**src/rtl/uart_pkg.sv**
```systemverilog
`default_nettype none
// ============================================================================
// Module   : uart_pkg
// Brief    : Shared SYNC byte and framer state encoding.
// Revision : 1.0 - initial release
// ============================================================================

package uart_pkg;

    localparam logic [7:0] SYNC_BYTE = 8'hA5;

    typedef enum logic [2:0] {
        ST_IDLE    = 3'd0,
        ST_LEN     = 3'd1,
        ST_PAYLOAD = 3'd2,
        ST_CHK     = 3'd3,
        ST_DRAIN   = 3'd4
    } state_t;

endpackage

`default_nettype wire

```
**src/rtl/uart_frame_buf.sv**
```systemverilog
`default_nettype none
// ============================================================================
// Module   : uart_frame_buf
// Brief    : MAX_LEN x 8 payload store, one write port, combinational read.
// Revision : 1.0 - initial release
// ============================================================================

module uart_frame_buf #(
    parameter int MAX_LEN = 16
) (
    input  logic                       clk,
    input  logic                       wr_en,
    input  logic [$clog2(MAX_LEN)-1:0] wr_addr,
    input  logic [7:0]                 wr_data,
    input  logic [$clog2(MAX_LEN)-1:0] rd_addr,
    output logic [7:0]                 rd_data
);

    // Contents are deliberately not reset; the framer only exposes them once validated.
    logic [7:0] r_mem [MAX_LEN];

    always_ff @(posedge clk) begin
        if (wr_en) begin
            r_mem[wr_addr] <= wr_data;
        end
    end

    assign rd_data = r_mem[rd_addr];

endmodule

`default_nettype wire

```
**src/rtl/uart_rx_framer.sv**
```systemverilog
`default_nettype none
// ============================================================================
// Module   : uart_rx_framer
// Brief    : Validates SYNC/LEN/payload/CHK frames and streams the payload
//            out on a valid/ready port. Inter-byte timeout is built only
//            when UART_RX_FRAMER_TIMEOUT_EN is defined.
// Revision : 1.0 - initial release
// ============================================================================

module uart_rx_framer
    import uart_pkg::*;
#(
    parameter int MAX_LEN        = 16,
    parameter int TIMEOUT_CYCLES = 100_000
) (
    input  logic       clk,
    input  logic       nrst,
    input  logic [7:0] rx_data,
    input  logic       rx_done,
    input  logic       rx_err,
    output logic [7:0] out_data,
    output logic       out_valid,
    input  logic       out_ready,
    output logic       out_last,
    output logic       busy,
    output logic       err_len,
    output logic       err_chk,
    output logic       err_rx,
    output logic       err_tmo,
    output logic       err_ovr
);

    localparam int IW = $clog2(MAX_LEN);

    if (MAX_LEN < 2 || MAX_LEN > 255 || TIMEOUT_CYCLES < 2) begin : g_bad_params
        $error("uart_rx_framer: parameter out of range");
    end

    state_t        r_state, w_next_state;
    logic [7:0]    r_len, w_next_len;
    logic [7:0]    r_chk, w_next_chk;
    logic [IW-1:0] r_wr_idx, w_next_wr_idx;
    logic [IW-1:0] r_rd_idx, w_next_rd_idx;
    logic          w_buf_we;
    logic [7:0]    w_buf_rd;
    logic          w_wr_last, w_rd_last, w_active, w_tmo_hit;
    logic          w_err_len, w_err_chk, w_err_rx, w_err_tmo, w_err_ovr;

    assign w_wr_last = (8'(r_wr_idx) == r_len - 8'd1);
    assign w_rd_last = (8'(r_rd_idx) == r_len - 8'd1);
    assign w_active  = (r_state == ST_LEN) || (r_state == ST_PAYLOAD) || (r_state == ST_CHK);

`ifdef UART_RX_FRAMER_TIMEOUT_EN
    localparam int TW = ($clog2(TIMEOUT_CYCLES) > 16) ? $clog2(TIMEOUT_CYCLES) : 16;

    logic [TW-1:0] r_tmo;

    // A byte arriving in the expiry cycle wins; the count restarts from it.
    assign w_tmo_hit = w_active && !rx_done && !rx_err &&
                       (r_tmo == TW'(TIMEOUT_CYCLES - 1));

    always_ff @(posedge clk) begin
        if (!nrst) begin
            r_tmo <= '0;
        end else if (!w_active || rx_done || w_tmo_hit) begin
            r_tmo <= '0;
        end else begin
            r_tmo <= r_tmo + TW'(1);
        end
    end
`else
    assign w_tmo_hit = 1'b0;
`endif

    always_ff @(posedge clk) begin
        if (!nrst) begin
            r_state  <= ST_IDLE;
            r_len    <= '0;
            r_chk    <= '0;
            r_wr_idx <= '0;
            r_rd_idx <= '0;
        end else begin
            r_state  <= w_next_state;
            r_len    <= w_next_len;
            r_chk    <= w_next_chk;
            r_wr_idx <= w_next_wr_idx;
            r_rd_idx <= w_next_rd_idx;
        end
    end

    always_comb begin
        w_next_state  = r_state;
        w_next_len    = r_len;
        w_next_chk    = r_chk;
        w_next_wr_idx = r_wr_idx;
        w_next_rd_idx = r_rd_idx;
        w_buf_we      = 1'b0;
        w_err_len     = 1'b0;
        w_err_chk     = 1'b0;
        w_err_rx      = 1'b0;
        w_err_tmo     = 1'b0;
        w_err_ovr     = 1'b0;
        case (r_state)
            ST_IDLE: begin
                if (rx_done && !rx_err && rx_data == SYNC_BYTE) begin
                    w_next_state = ST_LEN;
                end
            end
            ST_LEN: begin
                if (rx_err) begin
                    w_err_rx     = 1'b1;
                    w_next_state = ST_IDLE;
                end else if (rx_done) begin
                    if (rx_data == 8'd0 || rx_data > 8'(MAX_LEN)) begin
                        w_err_len    = 1'b1;
                        w_next_state = ST_IDLE;
                    end else begin
                        w_next_len    = rx_data;
                        w_next_chk    = rx_data;
                        w_next_wr_idx = '0;
                        w_next_state  = ST_PAYLOAD;
                    end
                end else if (w_tmo_hit) begin
                    w_err_tmo    = 1'b1;
                    w_next_state = ST_IDLE;
                end
            end
            ST_PAYLOAD: begin
                if (rx_err) begin
                    w_err_rx     = 1'b1;
                    w_next_state = ST_IDLE;
                end else if (rx_done) begin
                    w_buf_we   = 1'b1;
                    w_next_chk = r_chk ^ rx_data;
                    // Index parks on LEN-1 instead of wrapping.
                    if (w_wr_last) begin
                        w_next_state = ST_CHK;
                    end else begin
                        w_next_wr_idx = r_wr_idx + IW'(1);
                    end
                end else if (w_tmo_hit) begin
                    w_err_tmo    = 1'b1;
                    w_next_state = ST_IDLE;
                end
            end
            ST_CHK: begin
                if (rx_err) begin
                    w_err_rx     = 1'b1;
                    w_next_state = ST_IDLE;
                end else if (rx_done) begin
                    if (rx_data == r_chk) begin
                        w_next_rd_idx = '0;
                        w_next_state  = ST_DRAIN;
                    end else begin
                        w_err_chk    = 1'b1;
                        w_next_state = ST_IDLE;
                    end
                end else if (w_tmo_hit) begin
                    w_err_tmo    = 1'b1;
                    w_next_state = ST_IDLE;
                end
            end
            ST_DRAIN: begin
                w_err_ovr = rx_done && !rx_err;
                if (out_ready) begin
                    if (w_rd_last) begin
                        w_next_state = ST_IDLE;
                    end else begin
                        w_next_rd_idx = r_rd_idx + IW'(1);
                    end
                end
            end
            default: begin
                w_next_state = ST_IDLE;
            end
        endcase
    end

    uart_frame_buf #(
        .MAX_LEN (MAX_LEN)
    ) u_buf (
        .clk     (clk),
        .wr_en   (w_buf_we),
        .wr_addr (r_wr_idx),
        .wr_data (rx_data),
        .rd_addr (r_rd_idx),
        .rd_data (w_buf_rd)
    );

    // Outputs are forced low while nrst is held so nothing transfers during reset.
    assign busy      = nrst && (r_state != ST_IDLE);
    assign out_valid = nrst && (r_state == ST_DRAIN);
    assign out_last  = out_valid && w_rd_last;
    assign out_data  = out_valid ? w_buf_rd : 8'h00;
    assign err_len   = nrst && w_err_len;
    assign err_chk   = nrst && w_err_chk;
    assign err_rx    = nrst && w_err_rx;
    assign err_tmo   = nrst && w_err_tmo;
    assign err_ovr   = nrst && w_err_ovr;

endmodule

`default_nettype wire
```
**config.mk**
```make
export PLATFORM = sky130hd
export DESIGN_NAME = uart_rx_framer
export DESIGN_NICKNAME = d
export VERILOG_FILES = /design/src/rtl/uart_pkg.sv /design/src/rtl/uart_frame_buf.sv /design/src/rtl/uart_rx_framer.sv
export SDC_FILE = /design/constraint.sdc
export NUM_CORES = 1
export LEC_CHECK = 0
export CORE_MARGIN = 2
export CORE_UTILIZATION = 50
export CTS_BUF_LIST = sky130_fd_sc_hd__clkbuf_2 sky130_fd_sc_hd__clkbuf_4 sky130_fd_sc_hd__clkbuf_8
export DETAILED_ROUTE_END_ITERATION = 6
export MAX_ROUTING_LAYER = met4
export PLACE_DENSITY = 0.67
export SLEW_MARGIN = 20
export SYNTH_ARGS = -nofsm -noshare
export SYNTH_HDL_FRONTEND = slang
export SYNTH_HIERARCHICAL = 1
export SYNTH_SLANG_ARGS = --single-unit
```
**constraint.sdc**
```tcl
create_clock -name clk -period 6 [get_ports clk]
set_input_delay 1.2 -clock clk [delete_from_list [all_inputs] [get_ports clk]]
set_output_delay 1.2 -clock clk [all_outputs]
set_load 0.1 [all_outputs]
```
Word-level counts from Yosys, hierarchy flattened
Memory sizes are Yosys's and may differ from the RTL's. A register that Yosys moved wholly into a read port is not among the register bits.
Index checks and enable logic that the tools add are counted.
{ "totals": {"register_bits": 27, "ram_bits": 128, "in_bits": 13, "out_inout_bits": 16, "wordCells": 111, "memories": 1} }
{ "mem_list": {"columns": ["name", "depth", "width", "read_ports", "rd_clocked_by_memory_dff", "wr", "line_no", "text"], "rows": [
  ["u_buf.r_mem", 16, 8, 1, 1, 1, "uart_frame_buf.sv:20", "logic [7:0] r_mem [MAX_LEN];"]
]} }
{ "op_classes": {"add_sub_neg": 3, "n_lt_le_gt_ge": 1, "eq_ne": 25, "mux": 51, "bitwise": 3, "n_reduce_logical": 22} }
{ "ops": {"columns": ["cell", "count"], "rows": [
  ["two-way mux 4 bit", 13],
  ["two-way mux 8 bit", 6],
  ["two-way mux 3 bit", 11],
  ["!= test 2 bit, second input constant", 12],
  ["equality test 4 x 8 -> 1 bit", 2],
  ["two-way mux 1 bit", 16],
  ["one-hot mux 4 bit (2 select lines)", 2],
  ["one-hot mux 8 bit (2 select lines)", 1],
  ["one-hot mux 3 bit (5 select lines)", 1],
  ["AND reduction 7 bit", 2],
  ["!= test 3 bit, second input constant", 4],
  ["AND reduction 6 bit", 2],
  ["logical AND 1 bit", 9],
  ["adder 4 x 1 -> 4 bit, second input constant", 2],
  ["equality test 8 bit", 1],
  ["equality test 8 bit, second input constant", 1],
  ["greater-than comparator 8 x 5 -> 1 bit, second input constant", 1],
  ["zero test 8 bit", 1],
  ["subtractor 8 x 1 -> 8 bit, second input constant", 1],
  ["XOR 8 bit", 1],
  ["equality test 3 x 2 -> 1 bit, second input constant", 2],
  ["AND reduction 4 bit", 1],
  ["nonzero test 2 bit", 2],
  ["equality test 3 x 1 -> 1 bit, second input constant", 1],
  ["9 further kinds", 10]
]} }

Depth between registers and ports, before layout
Gate-level depths: netlist of run 1.
{ "logic_depth": {"word_depth": 7, "depth_mapped": 9, "depth_no_buf": 8} }

Modules after synthesis
Netlist of run 1, hierarchy kept.
{ "modules_own_cells": {"columns": ["module", "instances", "cells_per_inst", "area_per_inst_um2", "seq_area_each_um2"], "rows": [
  ["uart_frame_buf", 1, 221, 4987.3, 3843.7],
  ["uart_rx_framer", 1, 239, 1991.9, 540.5]
]} }

Least setup slack after synthesis of run 1
OpenSTA, ideal clock, no wires.
{ "synth_timing": {"path_kind": "register to output", "startpoint": "register r_len[0]", "endpoint": "output port out_last", "arrival_ns": 4.301, "t_required_ns": 4.800, "path_slack_ns": 0.499, "stages_incl_launch_ff": 8, "n_path_buf": 0, "cell_sequence": "dfxtp_1 -> inv_1 -> ha_1 -> xnor2_1 -> xnor2_1 -> nor3_2 -> nand3_1 -> nor4_1"} }
{ "synth_via": {"elab_chain_cells": 3} }
{ "synth_lines": {"columns": ["item", "line_no", "text"], "rows": [
  ["start: declaration", "uart_rx_framer.sv:40", "logic [7:0] r_len, w_next_len;"],
  ["start signal: assignment", "uart_rx_framer.sv:84", "r_len <= w_next_len;"],
  ["subtractor 8 x 1 -> 8 bit", "uart_rx_framer.sv:50", "assign w_rd_last = (8'(r_rd_idx) == r_len - 8'd1);"],
  ["equality test 4 x 8 -> 1 bit", "uart_rx_framer.sv:50", null],
  ["logical AND 1 bit", "uart_rx_framer.sv:193", "assign out_last = out_valid && w_rd_last;"],
  ["end: declaration", "uart_rx_framer.sv:24", "output logic out_last,"]
]} }
Every way passes these cells.

Worst setup path in the final report of run 1
{ "layout_timing": {"startpoint": "input port rx_data[3]", "endpoint": "output port err_chk"} }
{ "layout_via": {"elab_chain_cells": 6} }
{ "layout_lines": {"columns": ["item", "line_no", "text"], "rows": [
  ["start: declaration", "uart_rx_framer.sv:18", "input logic [7:0] rx_data,"],
  ["equality test 8 bit", "uart_rx_framer.sv:151", "if (rx_data == r_chk) begin"],
  ["two-way mux 1 bit", "uart_rx_framer.sv:151", null],
  ["two-way mux 1 bit", "uart_rx_framer.sv:150", "end else if (rx_done) begin"],
  ["two-way mux 1 bit", "uart_rx_framer.sv:147", "if (rx_err) begin"],
  ["two-way mux 1 bit", "uart_rx_framer.sv:103", "case (r_state)"],
  ["logical AND 1 bit", "uart_rx_framer.sv:196", "assign err_chk = nrst && w_err_chk;"],
  ["end: declaration", "uart_rx_framer.sv:27", "output logic err_chk,"]
]} }
Every way passes these cells.

==> run metrics, run 1 <==
status finished, final reports clean; post-route antenna net violation count 0; post-CTS setup buffers 0; critical setup path kind in2out; clock buffer depth 2; initial antenna violation count 0; Final Hold Fails 0; area of the die approximately 0.015 mm²; hold_ws roughly 0.52 ns; Final WS setup ~1.6 ns; Post-synth EDFFs ~130; die height 122.1 µm; wire per inst 23.11 µm; Syn Area/Cell about 15 µm²; ys async rst share 0%; Final GP Congestion slightly below 0.9; Final Net Count around 500; largest net degree at the start of global routing 31; routed wire length about 16000 µm; post-CTS resize count 0; Peak supply drop between 0.1 and 0.15 mV; core footprint between 0.01 and 0.015 mm²; register area roughly 0.0044 mm²; CP Max Fanout 22; Global Route Usage Sum 23.17%; Most used DFF post-synth edfxtp_1; Critical Path End Type output pin; Util after Layout 56.04%; Highest Clock Rate 225.5 MHz; CP arrival about 3.2 ns; Fillers 1115; Place WS ~1.5 ns; Slew HR about a quarter; Rows 43; Initial DRC Count 455; Clk Latency, worst-skew pair ~0.45 ns; Port Buffer Count 27; DRT Pass-1 Iters 5; cell count after synthesis 460; die width between 100 and 150 µm; CTS tree done; Synth warnings 6; post-route setup TNS 0 ns; dpl hpwl roughly 10000 µm; Max Cap Viol 0; Unique masters post-synth between 60 and 70; DRC 0; initial core utilization 50.67%; type of the worst min-delay path reg2reg; Worst Max-Slew Pin Slew ~1.1 ns; antenna cells 0; share of layout cells above drive strength 1 around 18%; post-synthesis cell area roughly 0.0070 mm²; TritonCTS Sinks about 160; final setup fails 0; sequential share of the synthesized area 62.82%; first-pass GRT wire length about 24000 µm; Worst-path clk slew roughly 0.080 ns; vias per std cell about 6.2; area of the multi-input gates 0.002444 mm²; Mapped Nets about 480; period utilization about three quarters; synth-to-layout area growth 10.60%; TritonCTS Buffers 17; H-tree levels 4; clk_skew 0.01059 ns; Lkg Pwr around 2.5 nW; CTS Hold Bufs 0; worst path required time 4.80 ns; Power Density around 250 mW/mm²; Vias 4203; fin. max-slew vios 0; IO Count 29; CP startpoint kind primary input; vias in the first global route 4133; crit path time final approximately 4.4 ns; Root Driver clkbuf_8; Remaining Overflow, GRT 0; RSZ-0062 raised after global routing no; Seq cells post-synth approximately 160
[cell type report]
type                    instances  share of cell area, %
flip-flops and latches        155                  56.83
multi-input cells             276                  31.66
repair buffers                 32                  3.501
clock buffers                  17                  3.031
well taps                     180                  2.918
clock inverters                15                  1.718
inverters                       7                 0.3404
[power breakdown]
part           switching [mW]  leakage [nW]  internal, mW
Clock                   0.374         0.183         0.360
Combinational          0.0416         0.995        0.0144
Sequential           0.000689          1.37          1.16
[state kept, by name (all words and copies together) (netlist names)]
signal and count:
r_chk 8, r_state 3, u_buf/r_mem 128, r_len 8, r_rd_idx 4, r_wr_idx 4
[worst max-delay path: stages]
cell and delay (ns):
clkdlybuf4s50_1 0.85, xor2_1 0.34, nor4_1 0.42, a211oi_1 0.15, buf_4 0.26
[through the flow]
step	std cells	instance area [µm²]	power, mW
detailed placement	650	7352	1.243
CTS	682	7719	1.960
floorplan	460	6979	1.209
finish	682	7719	1.952
global placement	650	7351	1.241
global route	682	7719	2.006
[cell usage after synthesis, drive strengths merged, types with 3 or more instances]
| library cell | instances | share of area, % |
|---|---|---|
| clkdlybuf4s25 | 3 | 0.43 |
| edfxtp | 128 | 55 |
| o31ai | 10 | 1.3 |
| nand4 | 4 | 0.36 |
| and3 | 13 | 1.2 |
| a22oi | 18 | 2.0 |
| nand2 | 35 | 1.9 |
| dfxtp | 27 | 7.7 |
| buf | 12 | 1.3 |
| nand2b | 5 | 0.56 |
| nor4 | 6 | 0.75 |
| nor3 | 10 | 1.2 |
| mux4 | 32 | 11 |
| clkbuf | 7 | 0.38 |
| xnor2 | 7 | 0.99 |
| nor2 | 37 | 2.0 |
| mux2i | 6 | 0.86 |
| nand3b | 4 | 0.43 |
| o311ai | 3 | 0.48 |
| inv | 7 | 0.38 |
| nor2b | 4 | 0.36 |
| o21ai | 14 | 1.0 |
| xor2 | 11 | 1.4 |
| a21oi | 15 | 1.1 |
| nand3 | 7 | 0.50 |
| ha | 3 | 0.54 |
[cell usage in the layout (no fill, tap or decap), types with 3 or more instances in the layout]
cell type / n
edfxtp_1: 128
nor2_1: 37
nand2_1: 35
dfxtp_1: 25
buf_4: 20
mux4_2: 18
a22oi_1: 17
clkbuf_8: 17
a21oi_1: 15
mux4_1: 14
and3_1: 13
o21ai_1: 12
clkdlybuf4s50_1: 12
xor2_1: 11
o31ai_1: 9
inv_1: 7
nand3_1: 7
xnor2_1: 6
nor3_2: 6
mux2i_1: 6
nor4_1: 5
clkinv_1: 5
nor2b_1: 4
nand2b_1: 4
nand3b_1: 4
nand4_1: 4
ha_1: 3
clkinv_4: 3
clkinv_2: 3
[layer usage]
layer | vias to the layer above | GRT usage [%] | routed length, µm
li1 | 1890 | - | -
met2 | 180 | 37.64 | 7872
met5 | - | - | 0
met3 | 20 | 4.213 | 1153
met1 | 2113 | 30.00 | 6555
met4 | 0 | 7.040 | 178
[cells by family (layout without fill, tap and decap cells)]
family	after synthesis	in the layout	share of synthesized area (%)
XOR/XNOR	19	19	2.689
other	1	1	0.05373
multiplexers	38	38	11.94
AO/OA/AOI/OAI	76	76	8.480
flip-flops	155	155	62.82
buffers and inverters	29	71	2.456
AND/OR/NAND/NOR	139	139	11.03
adder cells (fa/ha/maj)	3	3	0.5379
[worst paths after layout]
| kind | startpoint | endpoint | cells past startpoint | slack (ns) |
|---|---|---|---|---|
| worst max-delay path | rx_data[3] | err_chk | 5 | 1.57 |
| worst min-delay path | r_len[7]$_SDFFE_PN0P_ | r_len[7]$_SDFFE_PN0P_ | 1 | 0.52 |
| worst max register to register | r_state[2]$_SDFFE_PN0P_ | u_buf/r_mem[3][6]$_DFFE_PP_ | 5 | 2.50 |
| worst min register to register | r_len[7]$_SDFFE_PN0P_ | r_len[7]$_SDFFE_PN0P_ | 1 | 0.52 |
Power figures use the tool's default switching activity.
==> run 2, diff against run 1 <==
==> constraint.sdc (replaced) <==
create_clock -name clk -period 4.35 [get_ports clk]
set_input_delay 0.87 -clock clk [delete_from_list [all_inputs] [get_ports clk]]
set_output_delay 0.87 -clock clk [all_outputs]
set_load 0.1 [all_outputs]
==> run metrics, run 2 (same netlist as run 1, synthesis figures left out) <==
status finished, final reports clean; Final Net Count 530; post-route setup TNS 0 ns; area of the die approximately 0.015 mm²; Port Buffer Count 27; Hold EP r_len[6]$_SDFFE_PN0P_; Hold Path Cell Cnt 1; final setup fails 0; TritonCTS Sinks 155; antenna cells 0; Global Route Usage Sum a little under a quarter; type of the worst min-delay path reg2reg; vias per std cell 6.113; DP Area 0.007636 mm²; crit path time final between 3 and 4 ns; DRT Pass-1 Iters 5; period utilization ~84%; Vias between 4k and 5k; post-route antenna net violation count 0; Final Instance Area between 0.008 and 0.009 mm²; vias in the first global route 4345; Worst Max-Slew Pin Slew between 0.7 and 0.8 ns; wire per inst between 20 and 25 µm; CTS tree done; flip-flop count of the largest register after layout about 130; Power Total around 2.8 mW; Root Driver clkbuf_8; switching part of the total ~21%; H-tree levels 4; core footprint between 0.01 and 0.015 mm²; hold_ws around 0.52 ns; critical setup path kind in2out; CP Max Fanout 12; Worst Min Path Start r_len[6]$_SDFFE_PN0P_; Initial DRC Count 420; DRC 0; worst path required time approximately 3.5 ns; Power Density between 300 and 400 mW/mm²; part of the power in registers about three fifths; Critical Path End Type output pin; CTS Hold Bufs 0; Comb power frac between 3 and 4%; RSZ-0062 raised after global routing no; Final GP Congestion 0.8460; routed wire length roughly 16000 µm; switching power around 0.57 mW; Critical Path Source rx_data[0]; R2R setup slack 1.84 ns; post-CTS setup buffers 0; Rows 43; clk_skew just over 0.008 ns; clock buffer depth 2; die height 122.1 µm; first-pass GRT wire length between 20000 and 25000 µm; TritonCTS Buffers 17; Power Internal 2.190 mW; Remaining Overflow, GRT 0; Reg-to-Reg End u_buf/r_mem[0][4]$_DFFE_PP_; FF-to-FF Start r_state[2]$_SDFFE_PN0P_; Worst-path clk slew roughly 0.08 ns; Slew HR a little under half; CP startpoint kind primary input; Lkg Pwr around 2.7 nW; IO Count 29; Highest Clock Rate about 270 MHz; share of layout cells above drive strength 1 roughly 22%; commonest non-fill, non-tap cells in the layout 128 x edfxtp_1, 37 x nor2_1, 37 x buf_4; synth-to-layout area growth 15.08%; post-CTS resize count 0; initial antenna violation count 0; commonest non-fill, non-tap cell in the layout edfxtp_1; Largest regs u_buf/r_mem: 128 flops, r_chk: 8 flops, r_len: 8 flops; Reg with most FFs u_buf/r_mem; Clk Latency, worst-skew pair about 0.45 ns; initial core utilization roughly half; Final Hold Fails 0; FF-to-FF path depth 6; Clk pwr share about two fifths; Peak supply drop 0.1411 mV; fin. max-slew vios 0; CP arrival 2.77 ns; largest net degree at the start of global routing 33; dpl hpwl approximately 10000 µm; Max Cap Viol 0; die width between 100 and 150 µm
## run 2: cell types whose count changed in the layout (fill, tap and decap cells not counted), sizes merged
cell / previous run / this run
buf: 20 / 45
clkinvlp: 2 / 5
clkbuf: 17 / 18
clkinv: 11 / 6
bufinv: 2 / 3
## run 2: worst max path at each step
stage               end  slack, ns  cells past startpoint
3_3_place_gp    err_chk       0.75                      5
6_report        err_chk       0.71                      5
2_1_floorplan  out_last       0.35                      7
3_5_place_dp    err_chk       0.69                      5
5_1_grt        out_last       0.50                      8
4_1_cts         err_chk       0.71                      5
## run 2: power groups by stage
| stage | clock, mW | combinational (mW) | sequential (mW) |
|---|---|---|---|
| final | 1.07 | 0.0851 | 1.60 |
| after global routing | 1.15 | 0.0908 | 1.60 |
| after CTS | 1.10 | 0.0849 | 1.60 |
| after detailed placement | 0 | 0.0845 | 1.64 |
| after global placement | 0 | 0.0824 | 1.64 |
| after floorplan | 0 | 0.0310 | 1.64 |
## run 2: worst max-delay path, cell delays in order
cell             delay, ns
clkdlybuf4s50_1       0.68
xor2_1                0.26
nor4_1                0.57
a211oi_2              0.19
buf_12                0.21
## run 2: area by class of cell
| type | count | area, µm² |
|---|---|---|
| Clock buffer | 18 | 241.5 |
| Clock inverter | 14 | 153.9 |
| Fill cell | 1142 | 5742 |
| Inverter | 7 | 26.28 |
| Multi-Input combinational cell | 276 | 2441 |
| Sequential cell | 155 | 4385 |
| Tap cell | 180 | 225.2 |
| Timing Repair Buffer | 57 | 558.0 |
## run 2: routing by layer
metal  global-route usage (%)  vias to the layer above  wire length (µm)  share of wire, %
met1                    28.88                     2221              6657                42
met4                    10.92                        0               477               3.0
met5                        -                        -                 0                 0
met3                    4.916                       35               719               4.6
li1                         -                     1929                 -                 -
met2                    37.50                      137              7907                50
## run 2: through the flow
step	worst slack, ns	cells	utilization [%]
final	0.7072	707	58.31
after global routing	0.4991	707	58.31
after CTS	0.7057	707	58.31
after detailed placement	0.6919	675	55.44
after global placement	0.7461	675	55.44
after floorplan	0.3482	460	-
